<file path="src/rtl/pipe_stage_elastic_pkg.sv">
// Shared pipeline constants: stage bundle widths, NOP encodings
// and the elastic stage occupancy states.
package pipe_stage_elastic_pkg;

    localparam int IF_ID_W  = 64;
    localparam int ID_EX_W  = 159;
    localparam int EX_MEM_W = 111;
    localparam int MEM_WB_W = 71;

    // IF/ID NOP carries addi x0,x0,0 so a bubble decodes harmlessly
    localparam logic [IF_ID_W-1:0]  IF_ID_NOP  = {32'h0, 32'h0000_0013};
    localparam logic [ID_EX_W-1:0]  ID_EX_NOP  = '0;
    localparam logic [EX_MEM_W-1:0] EX_MEM_NOP = '0;
    localparam logic [MEM_WB_W-1:0] MEM_WB_NOP = '0;

    typedef enum logic [1:0] {
        ST_EMPTY,
        ST_ONE,
        ST_FULL
    } stage_state_e;

endpackage

</file>
<file path="src/rtl/pipe_stage_elastic_sat_counter.sv">
// Saturating up-counter with synchronous clear; clear wins over
// increment.
module pipe_sat_counter #(
    parameter int CNT_W = 16
) (
    input  logic             clk,
    input  logic             rst,
    input  logic             inc,
    input  logic             clr,
    output logic [CNT_W-1:0] count
);

    always_ff @(posedge clk) begin
        if (rst || clr) begin
            count <= '0;
        end else if (inc && (count != {CNT_W{1'b1}})) begin
            count <= count + 1'b1;
        end
    end

endmodule

</file>
<file path="src/rtl/pipe_stage_elastic.sv">
// Elastic pipeline stage register with optional skid entry,
// flush-to-bubble and a saturating stall counter.
module pipe_stage_elastic
    import pipe_stage_elastic_pkg::*;
#(
    parameter int               WIDTH  = 64,
    parameter bit               SKID   = 1'b1,
    parameter logic [WIDTH-1:0] BUBBLE = {WIDTH{1'b0}},
    parameter int               CNT_W  = 16
) (
    input  logic             clk,
    input  logic             rst,
    input  logic             flush,
    input  logic             in_valid,
    output logic             in_ready,
    input  logic [WIDTH-1:0] in_data,
    output logic             out_valid,
    input  logic             out_ready,
    output logic [WIDTH-1:0] out_data,
    output logic [CNT_W-1:0] stall_cnt,
    input  logic             clr_cnt
);

    stage_state_e     state;
    stage_state_e     state_nxt;
    logic [WIDTH-1:0] main_q;
    logic [WIDTH-1:0] skid_q;
    logic             ready_raw;
    logic             accept;
    logic             emit;
    logic             load_main;
    logic             main_from_skid;
    logic             load_skid;

    assign out_valid = (state != ST_EMPTY);
    assign out_data  = main_q;

    // With a skid entry, readiness depends only on occupancy flops
    assign ready_raw = SKID ? (state != ST_FULL)
                            : (!out_valid || out_ready);
    assign in_ready  = ready_raw && !rst && !flush;

    assign accept = in_valid && in_ready;
    assign emit   = out_valid && out_ready;

    always_comb begin
        state_nxt      = state;
        load_main      = 1'b0;
        main_from_skid = 1'b0;
        load_skid      = 1'b0;
        unique case (state)
            ST_EMPTY: begin
                if (accept) begin
                    state_nxt = ST_ONE;
                    load_main = 1'b1;
                end
            end
            ST_ONE: begin
                if (accept && emit) begin
                    load_main = 1'b1;
                end else if (accept) begin
                    state_nxt = ST_FULL;
                    load_skid = 1'b1;
                end else if (emit) begin
                    state_nxt = ST_EMPTY;
                end
            end
            ST_FULL: begin
                if (emit) begin
                    state_nxt      = ST_ONE;
                    main_from_skid = 1'b1;
                end
            end
            default: state_nxt = ST_EMPTY;
        endcase
        if (flush) begin
            state_nxt = ST_EMPTY;
        end
    end

    always_ff @(posedge clk) begin
        if (rst) begin
            state  <= ST_EMPTY;
            main_q <= BUBBLE;
            skid_q <= BUBBLE;
        end else begin
            state <= state_nxt;
            if (flush) begin
                main_q <= BUBBLE;
            end else if (load_main) begin
                main_q <= in_data;
            end else if (main_from_skid) begin
                main_q <= skid_q;
            end
            if (load_skid) begin
                skid_q <= in_data;
            end
        end
    end

    pipe_sat_counter #(
        .CNT_W(CNT_W)
    ) u_stall_cnt (
        .clk  (clk),
        .rst  (rst),
        .inc  (out_valid && !out_ready && !flush),
        .clr  (clr_cnt),
        .count(stall_cnt)
    );

endmodule

</file>
<file path="config.mk">
export PLATFORM = sky130hd
export DESIGN_NAME = pipe_stage_elastic
export DESIGN_NICKNAME = d
export VERILOG_FILES = /design/src/rtl/pipe_stage_elastic_pkg.sv /design/src/rtl/pipe_stage_elastic_sat_counter.sv /design/src/rtl/pipe_stage_elastic.sv
export SDC_FILE = /design/constraint.sdc
export NUM_CORES = 1
export LEC_CHECK = 0
export ABC_CLOCK_PERIOD_IN_PS = 6000
export CAP_MARGIN = 5
export CORE_UTILIZATION = 60
export DETAILED_ROUTE_END_ITERATION = 8
export DONT_BUFFER_PORTS = 1
export PLACE_DENSITY = 0.8
export SYNTH_ARGS = -nofsm -noshare
export SYNTH_HDL_FRONTEND = slang
export SYNTH_SLANG_ARGS = --single-unit
</file>
<file path="constraint.sdc">
create_clock -name clk -period 6 [get_ports clk]
set_clock_uncertainty 0.1 [all_clocks]
set_input_delay 1.2 -clock clk [delete_from_list [all_inputs] [get_ports clk]]
set_output_delay 1.2 -clock clk [all_outputs]
set_load 0.05 [all_outputs]
</file>
==> results of run 1 <==
==> routing by layer <==
layer / vias to the layer above / wire length, microns / track usage (%)
met2: 200 / 6470 / 46.3
met1: 2309 / 5520 / 33.4
met3: 21 / 1210 / 10.0
met5: - / 0 / 0
li1: 2353 / - / -
met4: 0 / 244 / 11.1
==> worst max-delay path by stage <==
stage / to / startpoint / slack [ns] / cells after the start
after global placement: in_ready / rst / 2.46 / 2
final: in_ready / rst / 2.40 / 2
after detailed placement: out_data[24] / rst / 2.35 / 6
after global routing: in_ready / rst / 2.40 / 2
after CTS: in_ready / rst / 2.45 / 2
after floorplan: in_ready / rst / 2.26 / 4
==> metrics by stage <==
stage	util, %	cell area (sq um)
floorplan	-	5600
global placement	63.1	5610
detailed placement	63.1	5610
CTS	69.9	6210
global route	69.9	6210
finish	69.9	6210
==> registers in the layout, indices dropped and copies added (netlist names) <==
register,flops
skid_q,64
out_data,64
u_stall_cnt.count,16
state,2
==> final cells by class <==
type | count | area, sq um
sequential | 146 | 2920
fill | 707 | 2680
multi-input combinational | 483 | 2500
clock buffer | 20 | 455
clock inverter | 11 | 150
tap | 108 | 135
timing repair buffer | 5 | 37.5
inverter | 3 | 11.3
==> cells by family (layout without fill, tap and decap cells) <==
kind of cell | Yosys count | after routing | synth area share, %
AO/OA/AOI/OAI | 226 | 226 | 24.0
adder cells (fa/ha/maj) | 1 | 1 | 0.223
buffers and inverters | 53 | 39 | 3.58
flip-flops | 146 | 146 | 52.2
multiplexers | 2 | 2 | 0.358
AND/OR/NAND/NOR | 254 | 254 | 19.7
==> report_power, final <==
group          total [mW]  internal [mW]  leakage [nW]  switching, mW
combinational      0.0524         0.0147         0.444         0.0377
clock                1.07          0.668         0.294          0.399
sequential           1.00          0.978          1.18         0.0265
total                2.12           1.66          1.92          0.463
==> cell usage in the layout, fill, tap and decap left out, types with 3 or more instances in the layout <==
master       n
bufinv_16    3
or4_1        9
a31oi_1      4
nand2_1    198
clkbuf_16   16
a22oi_1     64
dfxtp_1    146
clkbuf_8     4
inv_6        3
buf_4        5
nand3_1      8
o21ai_0      4
o31ai_1      6
a21oi_1    139
nor2_1       6
nor4_1       3
nor3_1       6
nor2b_1      3
nand2b_1     3
or3_1        3
nand4_1      3
==> flow_metrics.tcl, run 1 <==
set metrics [dict create \
    slew_headroom_pct 18.3 \
    yosysWarnings 0 \
    antenna_found_initial 0 \
    cp_slowest_cell "nor2_1" \
    r2r_cells 4 \
    insertion_delay_ns 0.51 \
    yosys.cell_count.top_type "nand2_1" \
    grt.overflow.total 0 \
    nNetsFinal 727 \
    ys_ff_latch 146 \
    grt_pass1_wl_mm 21.8 \
    drtIter0Drc 285 \
    dieArea_sq_um 9720 \
    rsz0062_at_grt "false" \
    cts_resized 0 \
    syn_nets 753 \
    synth.distinct_cells 40 \
    fp-row-count 34 \
    final_cells 776 \
    clock_path_buffers 2 \
    setup-tns-final_ns 0 \
    worst_ir_drop_vdd_uv 216 \
    cts.sinks 146 \
    async_reset_ff_share_pct 0 \
    synth_cells 682 \
    min_path_cells 2 \
    ios 152 \
    synth-edff-count 0 \
    run_status "completed" \
    rr_startpoint "state[1]" \
    critPathLaunchType "input pin" \
    power_mw 2.12 \
    crit_chain "or2_2 > nor2_1" \
    end_kind "output pin" \
    antenna_cells 0 \
    yosysTopAreaCellShare_pct 52.2 \
    area_delta_synth_final_pct 11.0 \
    worstPathRequired_ns 4.70 \
    critPathTopFamily "simple AND/OR/NAND/NOR gates" \
    p_leak_nw 1.92 \
    critical_path_arrival_ns 2.30 \
    htreeDepth 4 \
    die-width_microns 98.6 \
    grt_max_degree 70 \
    min_period_ns 3.60 \
    coreArea_sq_um 8890 \
    fin_ws_ns 2.40 \
    drt-pass1-iter-count 5 \
    io_buffers 0 \
    ys.flop_type "dfxtp_1" \
    path_max_fanout 69 \
    avgViaCountPerCell 6.29 \
    place.gp.congestion 0.803 \
    cts_made_buffers 17 \
    cts_tree "yes" \
    max_freq_mhz 278 \
    syn_area_sq_um 5600 \
    slowest_delay_ns 0.73 \
    hpwl_mm 8.34 \
    ys_top_cells_by_area "dfxtp_1 (52%), nand2_1 (13%), a21oi_1 (13%), a22oi_1 (8.6%), clkbuf_1 (3.3%)" \
    maxSlewViolCount 0 \
    netlist_top_cells_count "nand2_1 (199), dfxtp_1 (146), a21oi_1 (140), a22oi_1 (64), clkbuf_1 (49)" \
    hold_end "skid_q[48]" \
    track_usage_pct 28.0 \
    hold_buffers 0 \
    hold_viol_final 0 \
    die_y_microns 98.6 \
    power_density_nw_per_um2 342 \
    wirelength_mm 13.4 \
    r2r_setup_slack_ns 3.40 \
    vias 4883 \
    maxCapViolCount 0 \
    clockRootBuffer "clkbuf_8" \
    synth_area_per_cell_sq_um 8.21 \
    hold_path.class "flip-flop to flip-flop" \
    timing.rr.end "skid_q[45]" \
    fin_crit_sh_pct 60.0 \
    seq_area_frac_synth_pct 52.2 \
    tightest_slew_ns 1.22 \
    hp-start "skid_q[48]" \
    ant_nets 0 \
    wire_per_inst_microns 17.3 \
    synth_top_cell_by_area "dfxtp_1" \
    clkTransAtPathRegs_ns 0.06 \
    dp_cells 745 \
    post_cts_buffers 0 \
    grt_pass1_vias 4573 \
    drive_above_1_share_pct 7.34 \
    worst_hold_slack_ns 0.351 \
    crit_type "input pin to output pin" \
    critPathBufInv 0 \
    drc 0 \
    start_util_pct 63.0 \
    setup_viol 0 \
    dp_slack_ns 2.35 \
]
No activity file was read; power rests on OpenSTA's default activity.
==> run 2: changes to the inputs <==
--- a/config.mk
+++ b/config.mk
@@ -5,7 +5,7 @@
 export SDC_FILE = /design/constraint.sdc
 export NUM_CORES = 1
 export LEC_CHECK = 0
-export ABC_CLOCK_PERIOD_IN_PS = 6000
+export ABC_CLOCK_PERIOD_IN_PS = 3400
 export CAP_MARGIN = 5
 export CORE_UTILIZATION = 60
 export DETAILED_ROUTE_END_ITERATION = 8
==> constraint.sdc (replaced) <==
create_clock -name clk -period 3.4 [get_ports clk]
set_clock_uncertainty 0.1 [all_clocks]
set_input_delay 0.68 -clock clk [delete_from_list [all_inputs] [get_ports clk]]
set_output_delay 0.68 -clock clk [all_outputs]
set_load 0.05 [all_outputs]
==> run 2 against run 1 <==
Clock-buffer cell count shrank 1. Register-to-register slack lost 2.6 ns. Via count grew 0.35%. Clock power grew 79%. Wire length grew 3.6%. Critical path type is now flip-flop to flip-flop. Largest power group unchanged. Highest routed layer unchanged.
==> flow_metrics.tcl, run 2 (same netlist as run 1, synthesis figures left out) <==
set metrics [dict create \
    wire_per_inst_microns 17.8 \
    hold_buffers 0 \
    tightest_slew_ns 0.932 \
    final_common_cell "nand2_1" \
    place.gp.congestion 0.831 \
    max_freq_mhz 384 \
    grt_pass1_vias 4625 \
    final_area_sq_um 6270 \
    start_util_pct 63.0 \
    startpoint "u_stall_cnt.count[0]" \
    maxCapViolCount 0 \
    ios 152 \
    antenna_found_initial 0 \
    worstPathRequired_ns 3.74 \
    min_period_ns 2.60 \
    hpwl_mm 8.56 \
    area_delta_synth_final_pct 12.0 \
    cts_made_buffers 17 \
    drt-pass1-iter-count 5 \
    fp-row-count 34 \
    critPathLaunchType "flip-flop" \
    grt_max_degree 70 \
    wirelength_mm 13.9 \
    clkTransAtPathRegs_ns 0.06 \
    slew_headroom_pct 37.7 \
    timing.rr.end "u_stall_cnt.count[8]" \
    worst_ir_drop_vdd_uv 376 \
    rsz0062_at_grt "false" \
    cts_resized 0 \
    hold_path.class "input pin to flip-flop" \
    cp_slowest_cell "dfxtp_1" \
    clock_path_buffers 2 \
    drc 0 \
    grt_pass1_wl_mm 22.3 \
    insertion_delay_ns 0.51 \
    rr_startpoint "u_stall_cnt.count[0]" \
    vias 4900 \
    slowest_delay_ns 0.71 \
    worst_path_most_repeated_cell "or4_1" \
    grt.overflow.total 0 \
    ant_nets 0 \
    track_usage_pct 28.7 \
    critPathCapture "u_stall_cnt.count[8]" \
    setup-tns-final_ns 0 \
    post_dp_cell_area_sq_um 5660 \
    dieArea_sq_um 9720 \
    maxSlewViolCount 0 \
    coreArea_sq_um 8890 \
    dp_slack_ns 0.785 \
    hold_viol_final 0 \
    setup_viol 0 \
    crit_chain "ha_1 > inv_2 > or4_1 > or4_1 > a21oi_1" \
    avgViaCountPerCell 6.25 \
    nNetsFinal 734 \
    die-width_microns 98.6 \
    antenna_cells 0 \
    p_leak_nw 1.95 \
    fin_ws_ns 0.799 \
    critical_path_arrival_ns 2.94 \
    drtIter0Drc 230 \
    end_kind "flip-flop" \
    mostFrequentLayoutCells "nand2_1 (198), dfxtp_1 (146), a21oi_1 (139), a22oi_1 (64), clkbuf_16 (16)" \
    r2r_cells 5 \
    fin_crit_sh_pct 76.5 \
    cts.sinks 146 \
    run_status "completed" \
    path_max_fanout 7 \
    die_y_microns 98.6 \
    power_density_nw_per_um2 603 \
    r2r_setup_slack_ns 0.80 \
    post_cts_buffers 0 \
    htreeDepth 4 \
    clockRootBuffer "clkbuf_8" \
    crit_type "flip-flop to flip-flop" \
    io_buffers 0 \
    drive_above_1_share_pct 8.14 \
    cts_tree "yes" \
]
-- run 2: layer usage --
layer | vias up | part of all wire (%) | GRT usage, %
li1 | 2367 | - | -
met1 | 2296 | 40 | 33.6
met2 | 214 | 49 | 46.9
met3 | 23 | 10 | 11.0
met4 | 0 | 1.7 | 12.9
met5 | - | 0 | 0
-- run 2: critical path, delay by kind of cell (launching register included) --
family / cells / cell delay (ns)
AOI/OAI and AO/OA: 1 / 0.14
adders and majority gates: 1 / 0.41
DFF: 1 / 0.71
and+or+nand+nor: 2 / 1.08
buffers and inverters: 1 / 0.10
-- run 2: where the power goes --
| part | switching, mW | internal (mW) |
|---|---|---|
| clock | 0.715 | 1.19 |
| combinational | 0.0682 | 0.0278 |
| sequential | 0.0465 | 1.73 |
-- run 2: how the worst min path moves through the flow --
stage                          start          to  slack, ns  depth (start not counted)
after floorplan            skid_q[0]   skid_q[0]       0.34                          2
after global placement    skid_q[15]  skid_q[15]       0.34                          2
after detailed placement  skid_q[63]  skid_q[63]       0.34                          2
after CTS                        rst  skid_q[39]       0.11                          1
final                            rst  skid_q[50]       0.14                          1
after global routing             rst  skid_q[50]       0.11                          1
-- run 2: area by class of cell --
| type | instances | area [sq um] |
|---|---|---|
| clock buffers | 19 | 422 |
| clock inverters | 13 | 184 |
| fillers | 674 | 2620 |
| inverters | 3 | 11.3 |
| multi-input cells | 483 | 2500 |
| flip-flops and latches | 146 | 2920 |
| well taps | 108 | 135 |
| repair buffers | 12 | 90.1 |
-- run 2: metrics by stage --
stage	cells	utilization [%]	hold WS (ns)	total power, mW
floorplan	682	-	0.337	1.89
global placement	752	63.7	0.336	1.90
detailed placement	752	63.7	0.342	1.91
CTS	784	70.5	0.113	3.79
global route	784	70.5	0.115	3.88
finish	784	70.5	0.143	3.78
==> run 3: changes to the inputs <==
--- a/config.mk
+++ b/config.mk
@@ -5,7 +5,7 @@
 export SDC_FILE = /design/constraint.sdc
 export NUM_CORES = 1
 export LEC_CHECK = 0
-export ABC_CLOCK_PERIOD_IN_PS = 3400
+export ABC_CLOCK_PERIOD_IN_PS = 2700
 export CAP_MARGIN = 5
 export CORE_UTILIZATION = 60
 export DETAILED_ROUTE_END_ITERATION = 8
==> constraint.sdc (replaced) <==
create_clock -name clk -period 2.7 [get_ports clk]
set_clock_uncertainty 0.1 [all_clocks]
set_input_delay 0.54 -clock clk [delete_from_list [all_inputs] [get_ports clk]]
set_output_delay 0.54 -clock clk [all_outputs]
set_load 0.05 [all_outputs]
==> run 3 against run 2 <==
Core utilization is 2.5 points higher. Largest cell class unchanged. Clock-buffer cell count stayed put. Sequential share of layout area is 1.6 points lower. Critical path type unchanged. Clock power grew 29%. Flip-flop and latch count did not move. Cell area up 3.5%.
==> flow_metrics.tcl, run 3 (same netlist as run 1, synthesis figures left out) <==
set metrics [dict create \
    run_status "completed" \
    die-width_microns 98.6 \
    die_y_microns 98.6 \
    crit_type "flip-flop to flip-flop" \
    r2r_setup_slack_ns 0.53 \
    clockRootBuffer "clkbuf_8" \
    setup_viol 0 \
    avgViaCountPerCell 6.24 \
    cts_made_buffers 17 \
    track_usage_pct 29.7 \
    io_buffers 0 \
    multi_input_comb_area_sq_um 2500 \
    wire_per_inst_microns 17.6 \
    min_path_cells 1 \
    nNetsFinal 752 \
    rr_startpoint "state[1]" \
    p_leak_nw 2.07 \
    power_density_nw_per_um2 746 \
    path_max_fanout 8 \
    grt.overflow.total 0 \
    worst_ir_drop_vdd_uv 506 \
    met3_length_mm 1.38 \
    drtIter0Drc 259 \
    hold_end "state[1]" \
    swShare_pct 22.2 \
    post_cts_buffers 0 \
    grt_max_degree 65 \
    ios 152 \
    antenna_found_initial 0 \
    dieArea_sq_um 9720 \
    maxSlewViolCount 0 \
    hp-start "out_ready" \
    critPathLaunchType "flip-flop" \
    cts_tree "yes" \
    grt_pass1_wl_mm 23.2 \
    antenna_cells 0 \
    hold_viol_final 0 \
    r2r_cells 4 \
    top_layer "met4" \
    register_area_sq_um 2920 \
    max_freq_mhz 462 \
    mostFrequentLayoutCells "nand2_1 (198), dfxtp_1 (146), a21oi_1 (139), a22oi_1 (64), buf_4 (25)" \
    fin_util_pct 73.0 \
    place.gp.congestion 0.894 \
    vias 5007 \
    wl_met2_mm 6.85 \
    power.share.combinational_pct 3.1 \
    setup-tns-final_ns 0 \
    intPower_mw 3.76 \
    fp-row-count 34 \
    wl_met1_mm 5.57 \
    p_seq_share_pct 46.1 \
    end_kind "flip-flop" \
    hpwl_mm 8.77 \
    timing.rr.end "u_stall_cnt.count[9]" \
    cts.sinks 146 \
    fillers 671 \
    hold_path.class "input pin to flip-flop" \
    start_util_pct 63.0 \
    ant_nets 0 \
    clkTransAtPathRegs_ns 0.06 \
    slew_headroom_pct 49.1 \
    power.switching_mw 1.07 \
    area_delta_synth_final_pct 15.9 \
    fin_crit_sh_pct 80.2 \
    grt_pass1_vias 4953 \
    wirelength_mm 14.1 \
    critical_path_arrival_ns 2.49 \
    worstPathRequired_ns 3.03 \
    drc 0 \
    power_frac_clock_pct 50.8 \
    final_common_cell "nand2_1" \
    coreArea_sq_um 8890 \
    drt-pass1-iter-count 5 \
    clock_path_buffers 2 \
    htreeDepth 4 \
    tightest_slew_ns 0.756 \
    drive_above_1_share_pct 10.5 \
    rsz0062_at_grt "false" \
    maxCapViolCount 0 \
    insertion_delay_ns 0.50 \
    min_period_ns 2.17 \
]
[run 3: cell types whose count changed in the layout (fill, tap and decap cells not counted), sizes merged]
cell / change
buf: +17
dlygate4sd3: +1
inv: +2
clkinv: -2
[run 3: stage by stage]
stage / power (mW) / area, sq um / hold slack (ns) / cells / worst slack (ns)
after global placement: 2.40 / 5820 / 0.336 / 768 / 0.455
after floorplan: 2.38 / 5600 / 0.337 / 682 / 0.277
after CTS: 4.87 / 6490 / 0.0101 / 802 / 0.569
after detailed placement: 2.41 / 5820 / 0.342 / 768 / 0.407
final: 4.84 / 6490 / 0.0308 / 802 / 0.534
after global routing: 4.99 / 6490 / 0.00889 / 802 / 0.433
[run 3: worst max-delay path, stage by stage (launching register included)]
cell     delay (ns)
dfxtp_1        0.45
nor2_1         0.16
or4_1          0.68
or4_1          0.55
a21oi_1        0.16
[run 3: repair_timing]
item,CTS,global route
endpoints found under the hold margin,62,0
hold buffers,2,0
gates resized for setup,0,0
[run 3: final cells by class]
class	count	share of cell area, %
clock inverters	13	3.05
well taps	108	2.08
flip-flops and latches	146	45.1
inverters	3	0.174
multi-input cells	483	38.6
clock buffers	19	6.66
repair buffers	30	4.40
[run 3: power by group through the flow]
stage	combinational, mW	sequential, mW	clock, mW
global placement	0.123	2.28	0
finish	0.149	2.23	2.46
global route	0.164	2.23	2.60
floorplan	0.105	2.28	0
detailed placement	0.127	2.28	0
CTS	0.149	2.23	2.49
[run 3: layer usage]
metal | global-route usage (%) | up-vias
met4 | 12.2 | 0
met5 | 0 | -
met2 | 51.0 | 224
li1 | - | 2401
met3 | 11.1 | 25
met1 | 33.4 | 2357
[run 3: worst max-delay path by stage]
stage | startpoint | endpoint | slack (ns) | depth (start not counted)
global route | u_stall_cnt.count[0] | u_stall_cnt.count[8] | 0.43 | 5
CTS | u_stall_cnt.count[0] | u_stall_cnt.count[8] | 0.57 | 5
floorplan | rst | in_ready | 0.28 | 4
global placement | flush | u_stall_cnt.count[9] | 0.45 | 4
detailed placement | flush | u_stall_cnt.count[9] | 0.41 | 4
finish | state[1] | u_stall_cnt.count[9] | 0.53 | 4
